`src/rtl/rx_deserializer_align.sv`:
```
// Serial-to-parallel 8b/10b receiver front end: shifts in one bit per clock,
// finds K28.5 commas to set the word boundary, and tracks lock.
module rx_deserializer_align #(
  parameter logic [9:0] COMMA_N    = 10'b0011111010,
  parameter logic [9:0] COMMA_P    = 10'b1100000101,
  parameter int         LOCK_COUNT = 3
) (
  input  logic       clk,
  input  logic       rst,
  input  logic       serial_in,
  output logic [9:0] dout,
  output logic       dout_valid,
  output logic       comma_det,
  output logic       locked,
  output logic       align_err
);

  localparam logic [1:0] ST_HUNT   = 2'd0;
  localparam logic [1:0] ST_VERIFY = 2'd1;
  localparam logic [1:0] ST_LOCKED = 2'd2;
  localparam logic [3:0] LOCK_CNT  = 4'(LOCK_COUNT);
  // A single comma is enough to lock when LOCK_COUNT is 1.
  localparam logic [1:0] ST_FIRST  = (LOCK_COUNT == 1) ? ST_LOCKED : ST_VERIFY;

  logic [9:0] r_sr;
  logic [3:0] r_cnt;
  logic [3:0] r_good_cnt;
  logic [1:0] r_state;
  logic [9:0] r_dout;
  logic       r_valid;
  logic       r_comma;
  logic       r_err;

  logic       w_match;
  logic       w_boundary;

  assign w_match    = (r_sr == COMMA_N) || (r_sr == COMMA_P);
  assign w_boundary = (r_cnt == 4'd9);

  always_ff @(posedge clk or posedge rst) begin
    if (rst) begin
      r_sr       <= '0;
      r_cnt      <= '0;
      r_good_cnt <= '0;
      r_state    <= ST_HUNT;
      r_dout     <= '0;
      r_valid    <= 1'b0;
      r_comma    <= 1'b0;
      r_err      <= 1'b0;
    end else begin
      r_sr    <= {r_sr[8:0], serial_in};
      r_valid <= 1'b0;
      r_comma <= 1'b0;
      r_err   <= 1'b0;
      r_cnt   <= (r_cnt == 4'd9) ? 4'd0 : r_cnt + 4'd1;

      case (r_state)
        ST_HUNT: begin
          r_cnt <= '0;
          if (w_match) begin
            r_dout     <= r_sr;
            r_valid    <= 1'b1;
            r_comma    <= 1'b1;
            r_good_cnt <= 4'd1;
            r_state    <= ST_FIRST;
          end
        end
        ST_VERIFY, ST_LOCKED: begin
          if (w_match && !w_boundary) begin
            // Comma off the current boundary: adopt its phase and re-verify.
            r_cnt      <= '0;
            r_dout     <= r_sr;
            r_valid    <= 1'b1;
            r_comma    <= 1'b1;
            r_err      <= 1'b1;
            r_good_cnt <= 4'd1;
            r_state    <= ST_FIRST;
          end else if (w_boundary) begin
            r_dout  <= r_sr;
            r_valid <= 1'b1;
            r_comma <= w_match;
            if (w_match) begin
              if (r_good_cnt < LOCK_CNT) begin
                r_good_cnt <= r_good_cnt + 4'd1;
              end
              if ((r_state == ST_VERIFY) && (r_good_cnt + 4'd1 >= LOCK_CNT)) begin
                r_state <= ST_LOCKED;
              end
            end
          end
        end
        default: r_state <= ST_HUNT;
      endcase
    end
  end

  assign dout       = r_dout;
  assign dout_valid = r_valid;
  assign comma_det  = r_comma;
  assign align_err  = r_err;
  assign locked     = (r_state == ST_LOCKED);

endmodule
```
`config.mk`:
```
export PLATFORM = sky130hd
export DESIGN_NAME = rx_deserializer_align
export DESIGN_NICKNAME = d
export VERILOG_FILES = /design/src/rtl/rx_deserializer_align.sv
export SDC_FILE = /design/constraint.sdc
export NUM_CORES = 1
export LEC_CHECK = 0
export ABC_AREA = 0
export CAP_MARGIN = 10
export CORE_MARGIN = 5
export CORE_UTILIZATION = 54
export DETAILED_ROUTE_END_ITERATION = 10
export HOLD_SLACK_MARGIN = 0.1
export MAX_ROUTING_LAYER = met4
export PLACE_DENSITY = 0.77
export SLEW_MARGIN = 25
export SYNTH_ARGS = -nofsm -noshare
export SYNTH_HDL_FRONTEND = slang
export SYNTH_SLANG_ARGS = --single-unit
```
`constraint.sdc`:
```
create_clock -name clk -period 2.5 [get_ports clk]
set_clock_uncertainty 0.05 [all_clocks]
set_input_delay 0.625 -clock clk [delete_from_list [all_inputs] [get_ports clk]]
set_output_delay 0.625 -clock clk [all_outputs]
set_load 0.03 [all_outputs]
```
==> results by group, run 1 <==
Cells and area
  • FILL cells: 218
  • Area delta synth->final: 17.39%
  • Layout cells sized above 1: 14.71%
  • Nets@finish: between 100 and 150
  • Antenna cell count: 0
  • Most frequent cells in the layout: dfrtp_1, clkdlybuf4s50_1, mux2_2
  • Final core occ: 66.82%
  • Commonest non-fill, non-tap cell in the layout: dfrtp_1

Min path
  • Hold path cells: 0
  • Launch point of the worst hold path: r_sr[0]$_DFF_PP0_
  • Worst Hold Class: reg2reg

Clock tree
  • TritonCTS clock tree: yes
  • Num Clock Sinks: 33
  • TritonCTS buffer count: 5
  • Root buf cell: clkbuf_4
  • Clk slew on worst S/H paths: 0.10 ns
  • Post-CTS Setup Bufs: 0
  • Post-CTS sizing: 0
  • Clk buf depth: 2
  • H-Tree Level Count: 2
  • Cts hold-fix bufs: 0
  • Worst skew pair latency: 0.33 ns

Floorplanning
  • Die Area: 3733 um^2
  • Die H: 61.10 um
  • Die Wd: 61.10 um
  • Core Region: 2477 um^2
  • I/O pin count: 17
  • FP Rows: 18
  • Starting Density: around 57%

Routing
  • DR pass1 iterations: 4
  • Number of remaining DRC errors: 0
  • Vias per inst: approximately 5.5
  • Final wirelength: between 2000 and 2500 um
  • DR iter-0 viols: 24
  • Vias after detailed routing: a little over 900
  • Avg WL per Cell: 14.43 um
  • Routed Antenna Nets: 0

Critical path
  • Worst Setup Path Type: reg2out
  • CP startpoint: r_state[0]$_DFFE_PP0P_
  • Critical path capture point: locked
  • CP Capture Type: output port
  • R2R depth: 5
  • Worst R2R Start: r_sr[7]$_DFF_PP0_
  • Worst EP required: 1.82 ns
  • CP startpoint kind: register
  • Setup slack, reg-to-reg: 0.33 ns
  • Worst path arrival time: 1.66 ns
  • Worst r2r dst: dout[3]$_DFFE_PP0P_
  • Worst-path maximum fanout: 4

Timing
  • Final Hold Vio Count: 0
  • Hold slack: roughly 0.37 ns
  • Max-slew headroom: around 73%
  • Min Tclk post-route: 2.336 ns
  • RSZ-0062 raised after global routing: false
  • F_max: 428.1 MHz
  • Final setup vio count: 0
  • Fin crit share: between 90% and 100%
  • Least-Margin Pin Slew: 0.4086 ns
  • Count of pins over their slew limit: 0
  • Final setup TNS: 0 ns

Synth
  • Netlist Area Pre-Place: 1410 um^2
  • Synth top area share: 58.56%
  • Synth area leader: dfrtp_1
  • Synth Net Count: 121
  • Cells after Synth: 112
  • Synthesized area per cell: between 10 and 15 um^2
  • Netlist cell types: 31
  • Yosys reg bits: 33
  • Ranking of synthesized cells by area: dfrtp_1, mux2_2, ha_1
  • Sequential cell area fraction in the yosys report: 58.56%
  • Yosys warns: 0

Pwr
  • Cell leakage power: 0.7646 nW
  • P per Cell Area: 558.3 nW/um^2
  • Peak VDD IR: 0.4622 mV

Placed design
  • Dpl hpwl: 1774 um
  • Placer Congestion: between 0.7 and 0.8
  • IO buf count: 16

GRT
  • Antenna violations before repair: 0
  • Grt total ovfl: 0
  • Vias in the first global route: approximately 1,000
  • Global-route wire length before repair: around 4400 um
  • GRT Total Usage: between 10% and 20%
  • Largest net degree at the start of global routing: 34

Run status
  • Status: completed

Run
  • Max-cap violations: 0
where the power goes:
group | internal (mW) | switching, mW | total (mW)
clock network | 0.107 | 0.168 | 0.275
logic | 0.0341 | 0.0458 | 0.0798
registers | 0.553 | 0.0169 | 0.570
cell usage after synthesis:
cell type and instances:
o21ai_0 5, inv_1 7, a32o_1 1, a211oi_1 3, nor4bb_1 1, xor2_1 1, a21boi_0 2, nand4_1 2
a21o_1 2, dfrtp_1 33, nor4_1 1, mux2i_1 3, and2_1 1, or4_1 1, nor2_1 9, or3_1 1
mux2_2 10, a22o_1 1, a22oi_1 2, nor3b_1 1, nand2_1 7, buf_6 1, a2bb2oi_1 1, xnor2_1 1
o22ai_1 1, nor3_1 1, and4bb_2 1, ha_1 6, o22ai_4 1, a21oi_1 4, nand4bb_1 1
worst min-delay path by stage:
stage                        end  slack [ns]
6_report       r_sr[1]$_DFF_PP0_        0.37
5_1_grt        r_sr[1]$_DFF_PP0_        0.38
4_1_cts        r_sr[1]$_DFF_PP0_        0.37
3_5_place_dp   r_sr[1]$_DFF_PP0_        0.35
3_3_place_gp   r_sr[1]$_DFF_PP0_        0.33
2_1_floorplan  r_sr[1]$_DFF_PP0_        0.32
sequential cells by signal, summed over array words and instances (netlist names):
name and flops:
r_state 2, r_cnt 4, dout 10, r_sr 10
comma_det 1, align_err 1, r_good_cnt 4, dout_valid 1
per-layer routing:
metal | wire length, um | global-route usage (%) | vias to the layer above
met4 | 31 | 8.359 | 0
met2 | 1238 | 26.44 | 24
met5 | 0 | - | -
met1 | 1016 | 20.30 | 434
met3 | 108 | 4.403 | 4
li1 | - | - | 449
worst max-delay path, cell delays in order (launching register included):
cell and delay (ns):
dfrtp_1 0.43, inv_1 0.09, ha_1 0.14, clkdlybuf4s50_1 0.66
final cells by class:
cell class | count | area [um^2] | share of cell area [%]
Multi-Input combinational cell | 71 | 546.8 | 33.03
Tap cell | 30 | 37.54 | 2.268
Clock buffer | 6 | 41.29 | 2.494
Timing Repair Buffer | 17 | 167.7 | 10.13
Sequential cell | 33 | 825.8 | 49.89
Clock inverter | 2 | 10.01 | 0.6047
Inverter | 7 | 26.28 | 1.587
stage by stage:
step                cells  instance area, um^2  total power, mW  setup WS (ns)
CTS                   166                 1655           0.9402         0.1411
detailed placement    158                 1604           0.6614         0.3268
floorplan             112                 1410           0.6292         0.4902
global route          166                 1655           0.9773        0.08619
global placement      158                 1604           0.6583         0.3880
finish                166                 1655           0.9242         0.1640
cell families (layout without fill, tap and decap cells):
| kind of cell | count (synthesis) | count (layout) | share of synthesized area (%) |
|---|---|---|---|
| AND/OR/NAND/NOR | 27 | 27 | 10.29 |
| flip-flops | 33 | 33 | 58.56 |
| XOR/XNOR | 2 | 2 | 1.242 |
| AO/OA/AOI/OAI | 23 | 23 | 11.80 |
| adder cells (fa/ha/maj) | 6 | 6 | 5.324 |
| multiplexers | 13 | 13 | 10.12 |
| buffers and inverters | 8 | 32 | 2.662 |
No activity file was read; power rests on OpenSTA's default activity.
==> run 2, diff against run 1 <==
Settings changed: CORE_UTILIZATION 54 to 60, DONT_BUFFER_PORTS set to 1, PLACE_DENSITY 0.77 to 0.75.
==> run 2 against run 1 <==
Core utilization up 1.7 points; die area down 8.4%; fmax up 6.8%; combinational power down 42%; final cell count down 11%; critical path type is now reg2reg; largest power group unchanged.
==> results by group, run 2 (same netlist as run 1, synthesis figures left out) <==
Timing
  • Min Tclk post-route: 2.186 ns (was 2.336 ns)
  • Final Hold Vio Count: 0 (unchanged)
  • Final setup vio count: 0 (unchanged)
  • Fin crit share: 87.45% (was 93.44%)
  • F_max: 457.4 MHz (was 428.1 MHz)
  • Least-Margin Pin Slew: 0.4172 ns (was 0.4086 ns)
  • Final setup TNS: 0 ns (unchanged)
  • Count of pins over their slew limit: 0 (unchanged)
  • Max-slew headroom: 72.08% (was 72.66%)
  • RSZ-0062 raised after global routing: false (unchanged)

Cells and area
  • Area delta synth->final: 8.518% (was 17.39%)
  • Nets@finish: 128 (was 144)
  • Commonest non-fill, non-tap cell in the layout: dfrtp_1 (unchanged)
  • FILL cells: 176 (was 218)
  • Area of the multi-input gates: 546.8 um^2 (unchanged)
  • Seq. cell area: 825.8 um^2 (unchanged)
  • Most frequent cells in the layout: dfrtp_1, mux2_2, nor2_1 (was dfrtp_1, clkdlybuf4s50_1, mux2_2)
  • Antenna cell count: 0 (unchanged)
  • Layout cells sized above 1: 17.50% (was 14.71%)
  • Cell Count, Final, Fillers Out: 148 (was 166)

GRT
  • Grt total ovfl: 0 (unchanged)
  • Vias in the first global route: 885 (was 977)
  • Antenna violations before repair: 0 (unchanged)
  • Global-route wire length before repair: 4098 um (was 4381 um)
  • Largest net degree at the start of global routing: 34 (unchanged)
  • GRT Total Usage: 16.65% (was 16.93%)

Pwr
  • P per Cell Area: 686.9 nW/um^2 (was 558.3 nW/um^2)
  • Clock network power share: 39.9% (was 29.7%)
  • Reg power frac: 55.7% (was 61.6%)
  • Cell leakage power: 0.7214 nW (was 0.7646 nW)
  • Switching portion of total power: 22.96% (was 24.93%)
  • Peak VDD IR: 0.6427 mV (was 0.4622 mV)
  • Combinational share of power: 4.4% (was 8.6%)
  • Int Pwr: 0.8098 mW (was 0.6938 mW)
  • NetSw: 0.2413 mW (was 0.2304 mW)

Placed design
  • Dpl hpwl: 1593 um (was 1774 um)
  • IO buf count: 0 (was 16)
  • Inst Count DP: 140 (was 158)
  • Placer Congestion: 0.7449 (was 0.7675)

Floorplanning
  • Die H: 58.48 um (was 61.10 um)
  • Core Region: 2233 um^2 (was 2477 um^2)
  • I/O pin count: 17 (unchanged)
  • FP Rows: 17 (was 18)
  • Die Area: 3420 um^2 (was 3733 um^2)
  • Starting Density: 63.14% (was 56.92%)
  • Die Wd: 58.48 um (was 61.10 um)

Critical path
  • Worst-path maximum fanout: 10 (was 4)
  • Worst Setup Path Type: reg2reg (was reg2out)
  • Worst path arrival time: 2.35 ns (was 1.66 ns)
  • R2R depth: 5 (unchanged)
  • CP Capture Type: register (was output port)
  • CP startpoint kind: register (unchanged)
  • Worst EP required: 2.66 ns (was 1.82 ns)
  • Setup slack, reg-to-reg: 0.31 ns (was 0.33 ns)

Clock tree
  • Clk buf depth: 2 (unchanged)
  • Worst skew pair latency: 0.33 ns (about the same)
  • Root buf cell: clkbuf_4 (unchanged)
  • Post-CTS sizing: 0 (unchanged)
  • TritonCTS clock tree: yes (unchanged)
  • H-Tree Level Count: 2 (unchanged)
  • TritonCTS buffer count: 5 (unchanged)
  • Num Clock Sinks: 33 (unchanged)
  • Post-CTS Setup Bufs: 0 (unchanged)
  • Cts hold-fix bufs: 0 (unchanged)
  • Clk slew on worst S/H paths: 0.11 ns (was 0.10 ns)

Run status
  • Status: completed (unchanged)

Routing
  • DR iter-0 viols: 13 (was 24)
  • DR pass1 iterations: 4 (unchanged)
  • Avg WL per Cell: 15.24 um (was 14.43 um)
  • Vias per inst: 5.784 (was 5.488)
  • Number of remaining DRC errors: 0 (unchanged)
  • Vias after detailed routing: 856 (was 911)
  • Final wirelength: 2255 um (was 2395 um)
  • Routed Antenna Nets: 0 (unchanged)

Run
  • Max-cap violations: 0 (unchanged)

Min path
  • Worst Hold Class: in2async (was reg2reg)
-- run 2: changes by cell type in the layout (fill, tap and decap cells not counted) --
cell             delta
bufinv_16           +1
clkinv_2            -2
clkbuf_8            +1
clkinvlp_4          +1
clkbuf_1            -1
clkdlybuf4s50_1    -16
-- run 2: cell type report --
cell class / count / share of cell area [%]
flip-flops and latches: 33 / 53.97
multi-input cells: 71 / 35.73
clock buffers: 6 / 3.352
clock inverters: 2 / 2.453
well taps: 28 / 2.289
inverters: 7 / 1.717
repair buffers: 1 / 0.4906
-- run 2: metrics by stage --
step	setup WS (ns)	cell area [um^2]	hold slack (ns)	total power [mW]	utilization (%)
2_1_floorplan	0.4902	1410	0.3242	0.6292	-
3_3_place_gp	0.3947	1441	0.3356	0.6416	64.54
3_5_place_dp	0.3295	1441	0.3490	0.6431	64.54
4_1_cts	0.3010	1530	0.1964	1.065	68.52
5_1_grt	0.2138	1530	0.2087	1.103	68.52
6_report	0.3137	1530	0.1998	1.051	68.52
-- run 2: path summary, 6_finish.rpt --
kind,start,to
min,rst,r_cnt[1]$_DFF_PP0_
min reg2reg,r_sr[6]$_DFF_PP0_,r_sr[7]$_DFF_PP0_
min in group clk,serial_in,r_sr[0]$_DFF_PP0_
max reg2reg,r_sr[2]$_DFF_PP0_,dout[7]$_DFFE_PP0P_
max in group asynchronous,rst,dout[2]$_DFFE_PP0P_
max,r_sr[2]$_DFF_PP0_,dout[7]$_DFFE_PP0P_
-- run 2: layer usage --
layer  track usage [%]  wire, um
met4             7.947        59
met2             25.20      1063
met5                 -         0
met1             18.45       989
met3             7.895       143
-- run 2: power by group through the flow --
| stage | clock, mW | combinational [mW] | sequential, mW |
|---|---|---|---|
| CTS | 0.432 | 0.0471 | 0.586 |
| detailed placement | 0 | 0.0469 | 0.596 |
| global placement | 0 | 0.0464 | 0.595 |
| floorplan | 0 | 0.0387 | 0.591 |
| finish | 0.420 | 0.0462 | 0.585 |
| global route | 0.461 | 0.0536 | 0.589 |
-- run 2: worst max-delay path, stage by stage (launching register included) --
cell	delay (ns)
dfrtp_1	0.42
nand4bb_1	0.19
or4_1	0.44
and2_1	0.26
o22ai_4	0.32
mux2_2	0.39
==> run 3, diff against run 2 <==
Settings changed: PLACE_DENSITY 0.75 to 0.72.
==> run 3 against run 2 <==
Register-to-register slack improved by 0.03 ns; core utilization unchanged; power decreased by 0.30%; setup slack improved by 0.027 ns; final area unchanged; hold slack about the same; wire length increased by 2.8%; first-iteration DRC count increased by 92%; critical path type unchanged; highest routed layer unchanged.
==> results by group, run 3 (same netlist as run 1, synthesis figures left out) <==
GRT
  • Largest net degree at the start of global routing: 34 (unchanged)
  • Antenna violations before repair: 0 (unchanged)
  • Grt total ovfl: 0 (unchanged)
  • Global-route wire length before repair: 4029 um (was 4098 um)
  • GRT Total Usage: 16.37% (was 16.65%)
  • Vias in the first global route: 891 (was 885)

Min path
  • Worst Hold Class: in2async (unchanged)

Routing
  • Vias per inst: 5.824 (was 5.784)
  • Final wirelength: 2319 um (was 2255 um)
  • Number of remaining DRC errors: 0 (unchanged)
  • Routed Antenna Nets: 0 (unchanged)
  • Vias after detailed routing: 862 (was 856)
  • DR iter-0 viols: 25 (was 13)
  • Avg WL per Cell: 15.67 um (was 15.24 um)
  • DR pass1 iterations: 4 (unchanged)

Critical path
  • CP max stage delay: 0.52 ns (was 0.44 ns)
  • Worst path cell trace: nand4_1 > or4_1 > and2_1 > o22ai_4 > mux2_2 (was nand4bb_1 > or4_1 > and2_1 > o22ai_4 > mux2_2)
  • Worst-path maximum fanout: 10 (unchanged)
  • CP Capture Type: register (unchanged)
  • CP startpoint: r_sr[4]$_DFF_PP0_ (was r_sr[2]$_DFF_PP0_)
  • Worst EP required: 2.66 ns (about the same)
  • CP startpoint kind: register (unchanged)
  • Setup slack, reg-to-reg: 0.34 ns (was 0.31 ns)
  • R2R depth: 5 (unchanged)
  • Worst Setup Path Type: reg2reg (unchanged)
  • Worst path arrival time: 2.32 ns (was 2.35 ns)
  • Worst R2R Start: r_sr[4]$_DFF_PP0_ (was r_sr[2]$_DFF_PP0_)
  • Critical path capture point: dout[1]$_DFFE_PP0P_ (was dout[7]$_DFFE_PP0P_)
  • Worst r2r dst: dout[1]$_DFFE_PP0P_ (was dout[7]$_DFFE_PP0P_)
  • CP max stage cell: or4_1 (unchanged)

Timing
  • Max-slew headroom: 73.13% (was 72.08%)
  • Min Tclk post-route: 2.159 ns (was 2.186 ns)
  • F_max: 463.1 MHz (was 457.4 MHz)
  • Final setup TNS: 0 ns (unchanged)
  • Final setup vio count: 0 (unchanged)
  • Count of pins over their slew limit: 0 (unchanged)
  • Least-Margin Pin Slew: 0.4031 ns (was 0.4172 ns)
  • Final Hold Vio Count: 0 (unchanged)
  • RSZ-0062 raised after global routing: false (unchanged)
  • Hold slack: 0.1995 ns (was 0.1998 ns)
  • Fin crit share: 86.37% (was 87.45%)

Run status
  • Status: completed (unchanged)

Floorplanning
  • Die Wd: 58.48 um (unchanged)
  • Die H: 58.48 um (unchanged)
  • Core Region: 2233 um^2 (unchanged)
  • FP Rows: 17 (unchanged)
  • Starting Density: 63.14% (unchanged)
  • Die Area: 3420 um^2 (unchanged)
  • I/O pin count: 17 (unchanged)

Placed design
  • Placer Congestion: 0.7416 (was 0.7449)
  • Dpl hpwl: 1642 um (was 1593 um)
  • IO buf count: 0 (unchanged)

Cells and area
  • Nets@finish: 128 (unchanged)
  • Commonest non-fill, non-tap cell in the layout: dfrtp_1 (unchanged)
  • Final core occ: 68.52% (unchanged)
  • Layout cells sized above 1: 17.50% (unchanged)
  • Most frequent cells in the layout: dfrtp_1, mux2_2, nor2_1 (unchanged)
  • Seq. cell area: 825.8 um^2 (unchanged)
  • Area delta synth->final: 8.518% (unchanged)
  • Area of the multi-input gates: 546.8 um^2 (unchanged)
  • FILL cells: 162 (was 176)
  • Antenna cell count: 0 (unchanged)

Clock tree
  • TritonCTS buffer count: 5 (unchanged)
  • Post-CTS Setup Bufs: 0 (unchanged)
  • Num Clock Sinks: 33 (unchanged)
  • Clk slew on worst S/H paths: 0.11 ns (about the same)
  • TritonCTS clock tree: yes (unchanged)
  • Post-CTS sizing: 0 (unchanged)
  • H-Tree Level Count: 2 (unchanged)
  • Clk buf depth: 2 (unchanged)
  • Root buf cell: clkbuf_4 (unchanged)
  • Worst skew pair latency: 0.33 ns (about the same)
  • Cts hold-fix bufs: 0 (unchanged)

Pwr
  • Cell leakage power: 0.7214 nW (unchanged)
  • P per Cell Area: 684.8 nW/um^2 (was 686.9 nW/um^2)
  • Peak VDD IR: 0.6796 mV (was 0.6427 mV)

Run
  • Max-cap violations: 0 (unchanged)
[run 3: cell counts in the layout (fill, tap and decap cells not counted)]
Identical to the previous run, type by type.
[run 3: through the flow]
step | cells | worst slack (ns) | instance area [um^2] | total power, mW
after CTS | 148 | 0.3134 | 1530 | 1.059
after global routing | 148 | 0.2268 | 1530 | 1.096
after detailed placement | 140 | 0.3262 | 1441 | 0.6444
final | 148 | 0.3406 | 1530 | 1.048
after floorplan | 112 | 0.4902 | 1410 | 0.6292
after global placement | 140 | 0.4016 | 1441 | 0.6419
[run 3: area by class of cell]
class / count / share of cell area (%)
timing repair buffer: 1 / 0.4906
clock inverter: 2 / 2.453
clock buffer: 6 / 3.352
sequential: 33 / 53.97
multi-input combinational: 71 / 35.73
tap: 28 / 2.289
inverter: 7 / 1.717
[run 3: worst max-delay path: cells and delay by family (launching register included)]
family | cells | cell delay [ns]
AO/OA/AOI/OAI | 1 | 0.32
flip-flops | 1 | 0.41
multiplexers | 1 | 0.38
AND/OR/NAND/NOR | 3 | 0.87
[run 3: metal layers]
metal	track usage [%]	vias to the layer above	share of wire, %
li1	-	417	-
met1	18.48	417	45
met2	25.36	19	46
met3	5.702	9	6.0
met4	8.940	0	3.1
met5	-	-	0
[run 3: worst min path at each step]
| stage | depth (start not counted) | end | slack (ns) |
|---|---|---|---|
| 2_1_floorplan | 0 | r_sr[1]$_DFF_PP0_ | 0.32 |
| 3_3_place_gp | 0 | r_sr[1]$_DFF_PP0_ | 0.34 |
| 3_5_place_dp | 0 | r_sr[1]$_DFF_PP0_ | 0.35 |
| 4_1_cts | 2 | r_cnt[3]$_DFF_PP0_ | 0.20 |
| 5_1_grt | 2 | dout[6]$_DFFE_PP0P_ | 0.23 |
| 6_report | 2 | r_cnt[0]$_DFF_PP0_ | 0.20 |
[run 3: where the power goes]
group | total, mW | switching [mW] | internal (mW)
sequential | 0.586 | 0.0329 | 0.553
combinational | 0.0472 | 0.0277 | 0.0195
clock | 0.415 | 0.177 | 0.238
total | 1.05 | 0.238 | 0.810
